$ cat src/rtl/stopwatch_pkg.sv
// Shared state/event types, defaults and FSM helper functions for the
// stopwatch control block.
package stopwatch_pkg;

   typedef enum logic [1:0] {
      IDLE  = 2'd0,
      RUN   = 2'd1,
      PAUSE = 2'd2,
      LAP   = 2'd3
   } sw_state_t;

   typedef enum logic [2:0] {
      EV_NONE  = 3'd0,
      EV_CLEAR = 3'd1,
      EV_STOP  = 3'd2,
      EV_START = 3'd3,
      EV_LAP   = 3'd4
   } sw_event_t;

   localparam int unsigned DB_CYCLES_DEFAULT   = 1000000;
   localparam int unsigned SYNC_STAGES_DEFAULT = 2;

   // Only the highest-priority press in a cycle survives: clear > stop > start > lap.
   function automatic sw_event_t pick_event(input logic clear,
                                            input logic stop,
                                            input logic start,
                                            input logic lap);
      if (clear)      return EV_CLEAR;
      else if (stop)  return EV_STOP;
      else if (start) return EV_START;
      else if (lap)   return EV_LAP;
      else            return EV_NONE;
   endfunction

   function automatic logic is_active(input sw_state_t s);
      return (s == RUN) || (s == LAP);
   endfunction

   function automatic sw_state_t next_state(input sw_state_t s, input sw_event_t ev);
      sw_state_t n;
      n = s;
      unique case (ev)
         EV_CLEAR: n = IDLE;
         EV_STOP:  if (s == RUN || s == LAP) n = PAUSE;
         EV_START: if (s == IDLE || s == PAUSE) n = RUN;
         EV_LAP: begin
            if (s == RUN)      n = LAP;
            else if (s == LAP) n = RUN;
         end
         default: n = s;
      endcase
      return n;
   endfunction

endpackage

$ cat src/rtl/button_debounce.sv
// Raw push-button conditioning: synchronizer, stable-level debouncer and
// single-cycle press event on an accepted 0->1 transition.
module button_debounce
   import stopwatch_pkg::*;
#(
   parameter int unsigned DB_CYCLES   = DB_CYCLES_DEFAULT,
   parameter int unsigned SYNC_STAGES = SYNC_STAGES_DEFAULT
) (
   input  logic clock_in,
   input  logic reset_n,
   input  logic btn,
   output logic press
);

   localparam int unsigned CW = $clog2(DB_CYCLES + 1);

   logic [SYNC_STAGES-1:0] sync;
   logic                   synced;
   logic                   accepted;
   logic [CW-1:0]          cnt;

   assign synced = sync[SYNC_STAGES-1];

   // Counter only runs while the synced level disagrees with the accepted one.
   always_ff @(posedge clock_in or negedge reset_n) begin
      if (!reset_n) begin
         sync     <= '0;
         accepted <= 1'b0;
         cnt      <= '0;
         press    <= 1'b0;
      end else begin
         sync  <= {sync[SYNC_STAGES-2:0], btn};
         press <= 1'b0;
         if (synced == accepted) begin
            cnt <= '0;
         end else if (cnt == CW'(DB_CYCLES - 1)) begin
            cnt      <= '0;
            accepted <= synced;
            press    <= synced;
         end else begin
            cnt <= cnt + CW'(1);
         end
      end
   end

endmodule

$ cat src/rtl/stopwatch_ctrl.sv
// Stopwatch control FSM: debounced buttons and divided ticks in, count-enable,
// clear pulse and lap display-hold out, all in the clock_in domain.
module stopwatch_ctrl
   import stopwatch_pkg::*;
#(
   parameter int unsigned DB_CYCLES   = DB_CYCLES_DEFAULT,
   parameter int unsigned SYNC_STAGES = SYNC_STAGES_DEFAULT
) (
   input  logic       clock_in,
   input  logic       reset_n,
   input  logic       start_btn,
   input  logic       stop_btn,
   input  logic       clear_btn,
   input  logic       lap_btn,
   input  logic       speed_sw,
   input  logic       tick_1hz,
   input  logic       tick_2hz,
   output logic       count_en,
   output logic       clear_pulse,
   output logic       running,
   output logic       display_hold,
   output logic       speed_mode,
   output logic [1:0] state_o
);

   logic press_start;
   logic press_stop;
   logic press_clear;
   logic press_lap;

   button_debounce #(.DB_CYCLES(DB_CYCLES), .SYNC_STAGES(SYNC_STAGES)) u_db_start (
      .clock_in (clock_in),
      .reset_n  (reset_n),
      .btn      (start_btn),
      .press    (press_start)
   );

   button_debounce #(.DB_CYCLES(DB_CYCLES), .SYNC_STAGES(SYNC_STAGES)) u_db_stop (
      .clock_in (clock_in),
      .reset_n  (reset_n),
      .btn      (stop_btn),
      .press    (press_stop)
   );

   button_debounce #(.DB_CYCLES(DB_CYCLES), .SYNC_STAGES(SYNC_STAGES)) u_db_clear (
      .clock_in (clock_in),
      .reset_n  (reset_n),
      .btn      (clear_btn),
      .press    (press_clear)
   );

   button_debounce #(.DB_CYCLES(DB_CYCLES), .SYNC_STAGES(SYNC_STAGES)) u_db_lap (
      .clock_in (clock_in),
      .reset_n  (reset_n),
      .btn      (lap_btn),
      .press    (press_lap)
   );

   logic [SYNC_STAGES-1:0] speed_sync;

   always_ff @(posedge clock_in or negedge reset_n) begin
      if (!reset_n) begin
         speed_sync <= '0;
      end else begin
         speed_sync <= {speed_sync[SYNC_STAGES-2:0], speed_sw};
      end
   end

   assign speed_mode = speed_sync[SYNC_STAGES-1];

   // Both edge detectors always run so changing speed_mode never fakes an edge.
   logic tick_1hz_q;
   logic tick_2hz_q;
   logic edge_1hz;
   logic edge_2hz;
   logic edge_sel;

   assign edge_1hz = tick_1hz & ~tick_1hz_q;
   assign edge_2hz = tick_2hz & ~tick_2hz_q;
   assign edge_sel = speed_mode ? edge_2hz : edge_1hz;

   sw_state_t state;
   sw_state_t state_nxt;
   sw_event_t ev;

   always_comb begin
      ev        = pick_event(press_clear, press_stop, press_start, press_lap);
      state_nxt = next_state(state, ev);
   end

   // Outputs decode state_nxt so they change on the same edge as the state;
   // count_en looks at the current state, so a start coincident with an edge
   // does not count while a stop/clear coincident with an edge still does.
   always_ff @(posedge clock_in or negedge reset_n) begin
      if (!reset_n) begin
         state        <= IDLE;
         state_o      <= '0;
         running      <= 1'b0;
         display_hold <= 1'b0;
         clear_pulse  <= 1'b0;
         count_en     <= 1'b0;
         tick_1hz_q   <= 1'b0;
         tick_2hz_q   <= 1'b0;
      end else begin
         tick_1hz_q   <= tick_1hz;
         tick_2hz_q   <= tick_2hz;
         state        <= state_nxt;
         state_o      <= state_nxt;
         running      <= is_active(state_nxt);
         display_hold <= (state_nxt == LAP);
         clear_pulse  <= (ev == EV_CLEAR);
         count_en     <= edge_sel & is_active(state);
      end
   end

endmodule

$ cat config.mk
export PLATFORM = sky130hd
export DESIGN_NAME = stopwatch_ctrl
export DESIGN_NICKNAME = d
export VERILOG_FILES = /design/src/rtl/stopwatch_pkg.sv /design/src/rtl/button_debounce.sv /design/src/rtl/stopwatch_ctrl.sv
export SDC_FILE = /design/constraint.sdc
export NUM_CORES = 1
export LEC_CHECK = 0
export CORE_MARGIN = 2
export CORE_UTILIZATION = 50
export CTS_BUF_LIST = sky130_fd_sc_hd__clkbuf_4
export DETAILED_ROUTE_END_ITERATION = 7
export PLACE_DENSITY = 0.7
export SYNTH_ARGS = -nofsm -noshare
export SYNTH_HDL_FRONTEND = slang
export SYNTH_HIERARCHICAL = 1
export SYNTH_SLANG_ARGS = --single-unit
$ cat constraint.sdc
create_clock -name clock_in -period 1.85 [get_ports clock_in]
set_input_delay 0.2775 -clock clock_in [delete_from_list [all_inputs] [get_ports clock_in]]
set_output_delay 0.2775 -clock clock_in [all_outputs]
set_load 0.01 [all_outputs]
**Yosys cells after proc, flatten, opt, wreduce, memory -nomap -nowiden**

Cells that the tools add are included.

- Flip-flop bits (word level): 106
- Input bits: 9
- Output and inout bits: 7
- Word-level logic and storage cells: 88

- Add/subtract/negate cells: 4
- Eq/ne operators: 17
- Multiplexer cells: 26
- Bitwise gates (word level): 9
- Reductions and logical operators: 8

Operators with widths:

| kind | number |
|---|---|
| 20-bit 2-to-1 mux | 8 |
| 20-bit by 1-bit adder with 20-bit output (second input constant) | 4 |
| 20-bit == test (second input constant) | 4 |
| 3-bit 2-to-1 mux | 4 |
| 1-bit 2-to-1 mux | 9 |
| 2-bit 2-to-1 mux | 4 |
| 2-bit one-hot mux with 4 select lines | 1 |
| 2-bit AND reduction | 4 |
| 2-bit == test (second input constant) | 3 |
| 3-bit by 2-bit == test with 1-bit output (second input constant) | 2 |
| 1-bit NOT | 6 |
| 1-bit == test | 4 |
| 2-bit by 1-bit == test with 1-bit output (second input constant) | 2 |
| 1-bit AND | 3 |
| 3-bit by 1-bit == test with 1-bit output (second input constant) | 1 |
| 3-bit == test (second input constant) | 1 |
| 1-bit logical OR | 3 |
| 2-bit zero test | 1 |

**Logic depth before layout (Yosys ltp)**

Gate-level depths: netlist (run 1).

- Depth after elaboration: 8
- Gate-level depth with buffers: 6
- Depth with buffers taken out: 5

**Cells and area by module**

Netlist (run 1), hierarchy kept.

By module, submodules not included:

| module | instances | cells an instance | area an instance (um2) | sequential area each (um2) |
|---|---|---|---|---|
| button_debounce at u_db_clear ... | 3 | 116 | 1136.1 | 600.6 |
| button_debounce at u_db_lap | 1 | 110 | 1137.3 | 600.6 |
| stopwatch_ctrl | 1 | 37 | 441.7 | 225.2 |

**Worst setup path before layout (run 1)**

No wires, ideal clock.

- Path type: register to register
- Start: register u_db_clear.cnt[0]
- End: register u_db_clear.cnt[18]
- Library setup time: 0.078 ns
- Arrival: 1.897 ns
- Data required time: 1.772 ns
- Slack: -0.125 ns
- Stages on the path, launching flop included: 7
- Buffers on the path: 1
- Clock period less this slack: 1.975 ns
- Cell sequence: dfrtp_1 > ha_1 > nand2_1 > or4_1 > buf_2 > or4_1 > a21oi_1

- Word-level cells in the longest chain between the ends: 3
- Elaborated cells between the ends (all ways): 4
- Those cells by class: 1 x add/sub; 1 x eq/ne; 2 x mux

Ends and longest elaborated chain:

| item | line | RTL |
|---|---|---|
| from (decl) | button_debounce.sv:20 | `logic [CW-1:0] cnt;` |
| from (signal assigned) | button_debounce.sv:41 | `cnt <= cnt + CW'(1);` |
| 20-bit by 1-bit adder with 20-bit output or 20-bit == test (tied branches) | button_debounce.sv:41, button_debounce.sv:36 |  |
| 20-bit 2-to-1 mux (*) | button_debounce.sv:36 | `end else if (cnt == CW'(DB_CYCLES - 1)) begin` |
| 20-bit 2-to-1 mux (*) | button_debounce.sv:34 | `if (synced == accepted) begin` |

Every way passes the cells marked *; elsewhere a longest branch is shown, timed or not.
A chain may end at the register's enable or synchronous reset.

**Final worst setup path (run 1)**

- Start: register u_db_clear.cnt[1]
- End: register u_db_clear.cnt[18]

The elaborated chain is that of the path after synthesis.

==> impl_results.md, run 1 <==
- Die width: 103.9 um
- Full die area: 0.01079 sq mm
- Post-synthesis average cell area: 10.08 sq um
- Tcrit/Tclk final: 102.1%
- DR vias/cell: 5.345
- CP Class: reg2reg
- Largest net degree at the start of global routing: 39
- Tot Pwr: 3838 uW
- Nets: 588
- Type of the tightest min-delay check: in2reg
- I/O pins: 16
- Fin util: 62.53%
- Leakage: 0.002540 uW
- Met1 usage: 23.31%
- Register Area: 0.002630 sq mm
- Number of flops mapped to enable cells by yosys: 0
- GRT overflow: 0
- Hold slack: 214.8 ps
- CTS buffer count: 9
- Via count: 3,784
- Rows: 36
- Worst-case clock buffer depth: 2
- Syn nets: 513
- Most common cell in the netlist: dfrtp_1
- Area share of the largest cell type after synthesis: 52.68%
- Net Sw Frac: 25.16%
- Crit path top cell by count: or4_4
- Post-synthesis register bit count: 105
- Async SR Flop Fraction: 100.0%
- Chip Height: 103.9 um
- Slew HR: 65.56%
- Buf+Inv Stages, Crit Path: 0
- DRC violations left: 0
- Hold Fails Final Rpt: 0
- Critical path data required time: 2260 ps
- Iteration-0 DRC Markers: 113
- Slowest CP cell: or4_4
- Slew @ Worst Pin: 516.7 ps
- Final Critical Period: 1889 ps
- Post-synthesis sequential area ratio: 52.68%
- Top delay family on crit path: simple AND/OR/NAND/NOR gates
- Failing checks: negative setup slack
- Share of cells above drive strength 1: 24.87%
- Flop pwr share: 61.5%
- Vias in the first global route: 3,718
- GRT met2 Usage: 32.57%
- Drt first pass iters: 4
- CTS tree: done
- Clk Tree Root Cell: clkbuf_4
- Syn Std Cell Area: 0.004987 sq mm
- Synth top cells by count: 105 x dfrtp_1, 68 x nor2_1, 31 x nand3_1
- DRT Wirelength: 9661 um
- Met3 Use GR: 4.825%
- Max_cap viols: 0
- Placed cell count: 681
- GRT Total Usage: 18.64%
- Most Crowded Layer GR: met2
- Latest clock arrival within the worst-skew pair: 470 ps
- GPL Wtd Cong: 0.8470
- Mapped Cells: 495
- Net switching power: 965.7 uW
- Setup Skew: 15.32 ps
- Number of port buffers: 15
- Avg WL per Cell: 13.65 um
- WP data arrival: 2300 ps
- Fmax: 529.4 MHz
- Largest cells by area after synthesis: dfrtp_1 53%, xnor2_1 5.3%, nor2_1 5.1%, xor2_1 3.2%, nand3_1 3.1%
- Logic pwr share: 5.6%
- Synth area leader: dfrtp_1
- Worst setup SP type: flop
- Status: finished with violations
- Post-synth cell types: 41
- Clk sinks: 105
- Final Setup Violations: 2
- Clock share of power: 32.8%
- Crit-path max FO: 8
- Max incr delay on CP: 530 ps
- CP Capture Type: flop
- Ant. Diodes: 0
- RSZ-0062 raised after global routing: true
- Primary FF master, synth: dfrtp_1
- Clock Pin Slew Worst Setup and Hold Paths: 180 ps
- Syn. warnings: 6
- Max-slew violation count: 0
- Initial Util: 51.26%
- Multi-input combinational cell area: 0.002336 sq mm
- Setup slack after layout: -39.10 ps
- Core ar.: 0.009729 sq mm
- Power Density: 630.9 mW/mm^2
- Int Pwr: 2872 uW
- Final std cells w/o fill: 708
- H-tree levels: 3
- Post-DP HPWL: 6702 um
- Global-route wire length before repair: 16,550 um
- CP cell instances: ha_4 > nand2_2 > or4_4 > or4_4 > a21oi_2
- ANT nets after route: 0
- Initial antenna violation count: 0
- Fillcell total: 845
- Worst VDD drop: 0.5717 mV
- Synth-to-layout area growth: 21.98%
layer usage:
layer | up-vias | wire length (um)
met5 | - | 0
met4 | 0 | 80
met3 | 6 | 234
met2 | 28 | 4893
met1 | 1867 | 4452
li1 | 1883 | -
layout by cell type, fill, tap and decap left out, types with 8 or more instances in the layout:
| cell type | instances |
|---|---|
| clkdlybuf4s50_1 | 13 |
| nor2_1 | 68 |
| clkbuf_4 | 9 |
| buf_4 | 63 |
| a21oi_2 | 9 |
| xnor2_1 | 30 |
| o21ai_0 | 16 |
| nand3_1 | 30 |
| nor4_1 | 11 |
| or3_1 | 9 |
| or4_4 | 9 |
| inv_1 | 26 |
| a21oi_1 | 20 |
| nand2_1 | 14 |
| nand4_1 | 13 |
| nor3_1 | 8 |
| xor2_1 | 18 |
| o31ai_1 | 11 |
| dfrtp_1 | 103 |
| or4_1 | 8 |
area by class of cell:
class,instances,share of cell area (%)
Clock buffer,9,1.111
Clock inverter,7,1.419
Inverter,26,1.604
Multi-Input combinational cell,345,38.40
Sequential cell,105,43.23
Tap cell,133,2.736
Timing Repair Buffer,83,11.50
path summary, 6_finish.rpt:
kind / from / endpoint / slack, ps / cells past startpoint
setup / recovery: u_db_clear/cnt[1]$_DFF_PN0_ / u_db_clear/cnt[18]$_DFF_PN0_ / -40 / 5
hold / removal: speed_sw / speed_sync[0]$_DFF_PN0_ / 210 / 1
setup reg to reg: u_db_clear/cnt[1]$_DFF_PN0_ / u_db_clear/cnt[18]$_DFF_PN0_ / -40 / 5
hold reg to reg: u_db_lap/sync[0]$_DFF_PN0_ / u_db_lap/sync[1]$_DFF_PN0_ / 370 / 0
max in group asynchronous: reset_n / running$_DFF_PN0_ / 960 / 3
min in group asynchronous: reset_n / tick_1hz_q$_DFF_PN0_ / 300 / 2
repair_timing:
action | CTS | global route
resized for setup | 7 | 27
endpoints found under the setup margin | 20 | 26
hold endpoints to repair | 36 | 0
hold buffers | 1 | 0
buffers inserted | 4 | 6
pin swaps | 0 | 3
logic make-up (layout without fill, tap and decap cells):
kind of cell / after synthesis / count (layout) / synth area share [%]
multiplexers: 6 / 6 / 1.330
flip-flops: 105 / 105 / 52.68
AO/OA/AOI/OAI: 64 / 64 / 7.627
XOR/XNOR: 48 / 48 / 8.429
buffers and inverters: 45 / 125 / 3.588
AND/OR/NAND/NOR: 218 / 218 / 24.08
adder cells (fa/ha/maj): 9 / 9 / 2.258
power groups by stage:
stage / logic [uW] / clock network [uW] / registers (uW)
finish: 217 / 1260 / 2360
global route: 244 / 1400 / 2370
CTS: 205 / 1310 / 2360
detailed placement: 195 / 0 / 2410
global placement: 188 / 0 / 2400
floorplan: 69.2 / 0 / 2400
worst reg2reg max path, stage by stage (launching register included):
cell     delay (ps)
dfrtp_1         470
ha_4            170
nand2_2          60
or4_4           470
or4_4           530
a21oi_2         120
state kept, by name, indices dropped and copies added, names as in the netlist, named ones only:
name / flops
u_db_clear/cnt: 20
u_db_lap/cnt: 20
u_db_start/cnt: 20
u_db_stop/cnt: 20
speed_sync: 2
u_db_clear/sync: 2
u_db_lap/sync: 2
u_db_start/sync: 2
u_db_stop/sync: 2
clear_pulse: 1
count_en: 1
display_hold: 1
running: 1
tick_1hz_q: 1
tick_2hz_q: 1
u_db_clear/accepted: 1
u_db_clear/press: 1
u_db_lap/accepted: 1
u_db_lap/press: 1
u_db_start/accepted: 1
u_db_start/press: 1
u_db_stop/accepted: 1
u_db_stop/press: 1
metrics by stage:
step | setup TNS (ps) | setup WS (ps) | area (sq um)
2_1_floorplan | 0 | 3.026 | 5032
3_3_place_gp | 0 | 2.126 | 5718
3_5_place_dp | -264.9 | -62.43 | 5718
4_1_cts | -33.88 | -30.95 | 5936
5_1_grt | -557.1 | -96.67 | 6083
6_report | -53.70 | -39.10 | 6083
(Power assumes the default switching activity.)
==> run 2: changes to the inputs <==
--- a/config.mk
+++ b/config.mk
@@ -5,11 +5,15 @@
 export SDC_FILE = /design/constraint.sdc
 export NUM_CORES = 1
 export LEC_CHECK = 0
+export CAP_MARGIN = 20
+export CELL_PAD_IN_SITES_DETAIL_PLACEMENT = 0
+export CELL_PAD_IN_SITES_GLOBAL_PLACEMENT = 2
 export CORE_MARGIN = 2
-export CORE_UTILIZATION = 50
+export CORE_UTILIZATION = 38
 export CTS_BUF_LIST = sky130_fd_sc_hd__clkbuf_4
 export DETAILED_ROUTE_END_ITERATION = 7
-export PLACE_DENSITY = 0.7
+export GPL_TIMING_DRIVEN = 0
+export PLACE_DENSITY_LB_ADDON = 0.1
 export SYNTH_ARGS = -nofsm -noshare
 export SYNTH_HDL_FRONTEND = slang
 export SYNTH_HIERARCHICAL = 1
==> run 2 against run 1 <==
The run still ends with negative setup slack left. Die area up 30%. Clock skew is 3.6 ps lower. Design area increased by 2.6%.
==> impl_results.md, run 2 (synthesized netlist as in run 1, its figures left out) <==
- R2r setup slk: -60 ps (-20 ps)
- Tcrit/Tclk final: 103.0% (+0.91 points)
- Nets: 596 (+1.4%)
- CP Capture Type: flop
- Register Area: 0.002644 sq mm (+0.52%)
- Int Pwr: 2830 uW (-1.5%)
- Number of port buffers: 15 (unchanged)
- Crit-path max FO: 8 (unchanged)
- Final Critical Period: 1906 ps (+16.90 ps)
- Full die area: 0.01406 sq mm (+30%)
- Rows: 41 (+14%)
- Core ar.: 0.01272 sq mm (+31%)
- Ant. Diodes: 0 (unchanged)
- Dpl ws: -254.5 ps (-192.1 ps)
- Multi-input combinational cell area: 0.002430 sq mm (+4.0%)
- GRT Total Usage: 15.50% (-3.1 points)
- Latest clock arrival within the worst-skew pair: 480 ps (about the same)
- Global-route wire length before repair: 17,620 um (+6.5%)
- Power Density: 602.4 mW/mm^2 (-4.5%)
- Avg WL per Cell: 14.25 um (+4.5%)
- Slew HR: 65.08% (-0.47 points)
- Die width: 118.6 um (+14%)
- Net switching power: 927.9 uW (-3.9%)
- Hold slack: 217.2 ps (+2.332 ps)
- Worst-case clock buffer depth: 2 (unchanged)
- H-tree levels: 3 (unchanged)
- Status: finished with violations
- WP data arrival: 2320 ps (+20 ps)
- Flop pwr share: 62.7% (+1.2 points)
- Design Area, Final: 0.006238 sq mm (+2.6%)
- CTS tree: done
- Placed cell count: 683 (+0.29%)
- Worst VDD drop: 0.3153 mV (-45%)
- Most common cell after layout, fill and taps aside: dfrtp_1
- DR vias/cell: 5.054 (-5.4%)
- Final Setup Violations: 2 (unchanged)
- Max_cap viols: 0 (unchanged)
- Type of the tightest min-delay check: in2reg
- GPL Wtd Cong: 0.7613 (-10%)
- Most frequent cells in the layout: 92 x dfrtp_1, 68 x nor2_1, 64 x buf_4, 30 x xnor2_1, 26 x inv_1
- Clock share of power: 31.0% (-1.8 points)
- Initial Util: 39.20% (-12 points)
- Largest net degree at the start of global routing: 69 (+77%)
- Final std cells w/o fill: 754 (+6.5%)
- Logic pwr share: 6.4% (+0.8 points)
- Critical path data required time: 2270 ps (about the same)
- Fmax: 524.7 MHz (-0.89%)
- Net Sw Frac: 24.69% (-0.47 points)
- CP Class: reg2reg
- Failing checks: negative setup slack
- Setup slack after layout: -56.00 ps (-16.90 ps)
- Setup Skew: 11.73 ps (-3.592 ps)
- Synth-to-layout area growth: 25.09%
- Clock Pin Slew Worst Setup and Hold Paths: 160 ps (-20 ps)
- Fillcell total: 1,248 (+48%)
- Placed cell areas: 0.005423 sq mm (-5.2%)
- Drt first pass iters: 4 (unchanged)
- RSZ-0062 raised after global routing: true
- Vias in the first global route: 3,654 (-1.7%)
- DRT Wirelength: 10,750 um (+11%)
- Iteration-0 DRC Markers: 214 (+89%)
- Clk sinks: 105 (unchanged)
- Leakage: 0.002553 uW (+0.49%)
- Share of cells above drive strength 1: 28.87% (+4.0 points)
- Via count: 3,811 (+0.71%)
- Clk Tree Root Cell: clkbuf_4
- CTS buffer count: 9 (unchanged)
- Hold Fails Final Rpt: 0 (unchanged)
- Initial antenna violation count: 0 (unchanged)
- DRC violations left: 0 (unchanged)
- Max-slew violation count: 0 (unchanged)
- Slew @ Worst Pin: 523.8 ps (+7.105 ps)
- GRT overflow: 0 (unchanged)
- Chip Height: 118.6 um (+14%)
- I/O pins: 16 (unchanged)
- Worst setup SP type: flop
- ANT nets after route: 0 (unchanged)
- Post-DP HPWL: 6575 um (-1.9%)
[run 2: cell count changes in the layout (fill, tap and decap cells not counted), sizes merged]
cell,previous run,this run
buf,68,66
inv,30,26
clkinv,1,2
clkbuf,9,18
or4,17,18
clkinvlp,1,3
[run 2: cell type report]
cell class / count / area share (%)
sequential: 105 / 42.38
multi-input combinational: 346 / 38.95
timing repair buffer: 80 / 10.61
tap: 172 / 3.450
inverter: 26 / 1.564
clock buffer: 9 / 1.083
buffer: 10 / 1.003
clock inverter: 6 / 0.9627
[run 2: what timing repair did]
item                       in CTS  in global routing
setup endpoints to repair      60                 57
resized for setup              34                 50
hold endpoints to repair       37                  0
buffers inserted               37                 26
cloned                          0                  1
hold buffers                    1                  0
pin swaps                      16                 13
[run 2: path summary, 6_finish.rpt]
check,from,to,cells past startpoint
setup / recovery,u_db_clear/cnt[1]$_DFF_PN0_,u_db_clear/cnt[18]$_DFF_PN0_,6
hold / removal,lap_btn,u_db_lap/sync[0]$_DFF_PN0_,1
setup reg to reg,u_db_clear/cnt[1]$_DFF_PN0_,u_db_clear/cnt[18]$_DFF_PN0_,6
hold reg to reg,u_db_start/sync[0]$_DFF_PN0_,u_db_start/sync[1]$_DFF_PN0_,0
max in group asynchronous,reset_n,u_db_lap/cnt[12]$_DFF_PN0_,3
min in group asynchronous,reset_n,u_db_clear/cnt[16]$_DFF_PN0_,2
[run 2: worst max-delay path, stage by stage (launching register included)]
cell	delay, ps
dfrtp_1	380
buf_4	130
ha_4	130
nand2_2	60
or4_4	490
or4_4	540
a21oi_2	120
[run 2: metal layers]
layer	track usage, %	wire length (um)	vias to the layer above
met4	4.539	116	0
met5	0	0	-
li1	-	-	1891
met2	25.93	5303	26
met3	4.440	278	10
met1	19.44	5049	1884
[run 2: power by group through the flow]
stage / sequential, uW / clock, uW / combinational (uW)
detailed placement: 2410 / 0 / 167
global placement: 2410 / 0 / 158
global route: 2360 / 1330 / 271
finish: 2350 / 1160 / 239
floorplan: 2400 / 0 / 69.2
CTS: 2360 / 1240 / 211
[run 2: metrics by stage]
step | power, uW | util, % | setup TNS (ps)
after detailed placement | 2577 | 42.62 | -5474
after CTS | 3806 | 46.58 | -107.2
after global routing | 3957 | 49.04 | -430.8
final | 3758 | 49.04 | -56.26
after floorplan | 2473 | - | 0
after global placement | 2569 | 42.43 | -390840
==> run 3: changes to the inputs <==
--- a/config.mk
+++ b/config.mk
@@ -9,7 +9,7 @@
 export CELL_PAD_IN_SITES_DETAIL_PLACEMENT = 0
 export CELL_PAD_IN_SITES_GLOBAL_PLACEMENT = 2
 export CORE_MARGIN = 2
-export CORE_UTILIZATION = 38
+export CORE_UTILIZATION = 45
 export CTS_BUF_LIST = sky130_fd_sc_hd__clkbuf_4
 export DETAILED_ROUTE_END_ITERATION = 7
 export GPL_TIMING_DRIVEN = 0
==> constraint.sdc (replaced) <==
create_clock -name clock_in -period 2.45 [get_ports clock_in]
set_input_delay 0.3675 -clock clock_in [delete_from_list [all_inputs] [get_ports clock_in]]
set_output_delay 0.3675 -clock clock_in [all_outputs]
set_load 0.01 [all_outputs]
==> run 3 against run 2 <==
Global-route usage increased by 1.7 points. Total power decreased by 24%. Clock-buffer cell count increased by 1. Via count down 7.4%. The flow now finishes without violations. Worst setup slack better by 340 ps. Sequential share of layout area up 5.5 points. Clock power decreased by 18%. Hold slack better by 100 ps. First-iteration DRC count shrank 30%.
==> impl_results.md, run 3 (synthesized netlist as in run 1, its figures left out) <==
- Status: complete, no violations
- Avg WL per Cell: 13.85 um (-2.8%)
- Worst Hold Launch: start_btn
- GRT overflow: 0 (unchanged)
- Worst setup SP type: flop
- GRT Total Usage: 17.23% (+1.7 points)
- Placed cell areas: 0.005338 sq mm (-1.6%)
- H-tree levels: 3 (unchanged)
- Clk sinks: 105 (unchanged)
- Chip Height: 109.3 um (-7.8%)
- Power Density: 518.2 mW/mm^2 (-14%)
- Core ar.: 0.01084 sq mm (-15%)
- Type of the tightest min-delay check: in2reg
- Setup Skew: 11.77 ps (+0.03380 ps)
- Buf+Inv Stages, Crit Path: 1 (unchanged)
- DR vias/cell: 5.299 (+4.8%)
- Hold Fails Final Rpt: 0 (unchanged)
- Global-route wire length before repair: 15,950 um (-9.5%)
- Initial antenna violation count: 0 (unchanged)
- Via count: 3,529 (-7.4%)
- Drt first pass iters: 4 (unchanged)
- DRT Wirelength: 9226 um (-14%)
- GRT met2 Usage: 28.17% (+2.2 points)
- Leakage: 0.002183 uW (-14%)
- Fillcell total: 1,037 (-17%)
- Number of port buffers: 15 (unchanged)
- CP Class: reg2reg
- WP data arrival: 2550 ps (+230 ps)
- Ant. Diodes: 0 (unchanged)
- Vias in the first global route: 3,424 (-6.3%)
- Post-CTS setup buffers: 0 (-100%)
- Critical path data required time: 2840 ps (+570 ps)
- Crit-path max FO: 8 (unchanged)
- Placed cell count: 651 (-4.7%)
- R2r startpoint: u_db_clear/cnt[0]$_DFF_PN0_
- Largest net degree at the start of global routing: 68 (-1.4%)
- Final setup TNS: 0 ps (+56.26 ps)
- Slowest CP cell: or4_1
- Nets: 541 (-9.2%)
- Max-slew violation count: 0 (unchanged)
- Max incr delay on CP: 490 ps (-50 ps)
- Top delay family on crit path: simple AND/OR/NAND/NOR gates
- CTS buffer count: 9 (unchanged)
- I/O pins: 16 (unchanged)
- Most Crowded Layer GR: met2
- ANT nets after route: 0 (unchanged)
- Most frequent cells in the layout: 105 x dfrtp_1, 68 x nor2_1, 31 x nand3_1, 30 x xnor2_1, 29 x a21oi_1
- Full die area: 0.01194 sq mm (-15%)
- Most common cell after layout, fill and taps aside: dfrtp_1
- Worst-case clock buffer depth: 2 (unchanged)
- CP Capture Type: flop
- Final std cells w/o fill: 666 (-12%)
- Iteration-0 DRC Markers: 149 (-30%)
- Die width: 109.3 um (-7.8%)
- Tcrit/Tclk final: 88.38% (-15 points)
- Max_cap viols: 0 (unchanged)
- Crit path top cell by count: or4_1
- Met1 usage: 22.56% (+3.1 points)
- Slew @ Worst Pin: 620.5 ps (+96.73 ps)
- CP cell instances: ha_1 > nand2_1 > or4_1 > buf_2 > or4_1 > a21oi_1
- Slew HR: 58.25% (-6.8 points)
- Post-cts sizing count: 0 (-100%)
- Met3 Use GR: 5.200% (+0.76 points)
- Clk Tree Root Cell: clkbuf_4
- R2r setup slk: 280 ps (+340 ps)
- Latest clock arrival within the worst-skew pair: 460 ps (-20 ps)
- CTS tree: done
- Final Setup Violations: 0 (-2)
- Clock Pin Slew Worst Setup and Hold Paths: 150 ps (about the same)
- DRC violations left: 0 (unchanged)
- Initial Util: 46.01% (+6.8 points)
- RSZ-0062 raised after global routing: false
- Share of cells above drive strength 1: 9.696% (-19 points)
- Final Critical Period: 2165 ps (+259.3 ps)
- Post-DP HPWL: 6277 um (-4.5%)
- Tot Pwr: 2847 uW (-24%)
- CP startpoint: u_db_clear/cnt[0]$_DFF_PN0_
- Fmax: 461.8 MHz (-12%)
- Worst VDD drop: 0.3564 mV (+13%)
- Synth-to-layout area growth: 10.14%
- GPL Wtd Cong: 0.7890 (+3.6%)
- Design Area, Final: 0.005493 sq mm (-12%)
- Rows: 38 (-7.3%)
==> run 3: path summary, 6_finish.rpt <==
check                                          endpoint  depth (start not counted)
max                        u_db_clear/cnt[18]$_DFF_PN0_                          6
min                        u_db_start/sync[0]$_DFF_PN0_                          1
max reg2reg                u_db_clear/cnt[18]$_DFF_PN0_                          6
min reg2reg                     speed_sync[1]$_DFF_PN0_                          0
max in group asynchronous    u_db_stop/cnt[2]$_DFF_PN0_                          3
min in group asynchronous  u_db_clear/cnt[10]$_DFF_PN0_                          2
==> run 3: what timing repair did <==
action,CTS,global route
hold endpoints to repair,38,0
hold buffers,1,0
setup endpoints to repair,0,0
==> run 3: layer usage <==
layer | vias up | part of all wire [%]
met1 | 1726 | 49
met4 | 0 | 0.99
li1 | 1774 | -
met3 | 6 | 2.8
met2 | 23 | 47
met5 | - | 0
==> run 3: worst register-to-register path: cells and delay by family (launching register included) <==
kind / cells / cell delay (ps)
compound gates: 1 / 150
flops: 1 / 440
buf+inv: 1 / 180
fa+ha+maj: 1 / 260
simple gates: 3 / 1070
==> run 3: through the flow <==
stage	util (%)	hold slack, ps	setup WS (ps)
5_1_grt	50.67	268.1	140.3
3_3_place_gp	49.01	333.3	-3057
6_report	50.67	319.8	284.7
3_5_place_dp	49.24	337.1	318.4
4_1_cts	50.67	286.7	269.1
2_1_floorplan	-	71.91	474.7
==> run 3: power by group <==
| part | switching (uW) | internal, uW | total, uW |
|---|---|---|---|
| registers | 24.0 | 1760 | 1780 |
| logic | 74.6 | 39.2 | 114 |
| clock network | 538 | 412 | 950 |
==> run 3: layout make-up <==
cell class,instances,area [sq um],share of cell area [%]
Sequential cell,105,2628,47.84
Multi-Input combinational cell,345,2181,39.70
Timing Repair Buffer,17,185.2,3.371
Tap cell,140,175.2,3.189
Inverter,26,97.59,1.777
Buffer,19,81.33,1.481
Clock buffer,10,75.07,1.367
Clock inverter,4,70.07,1.276
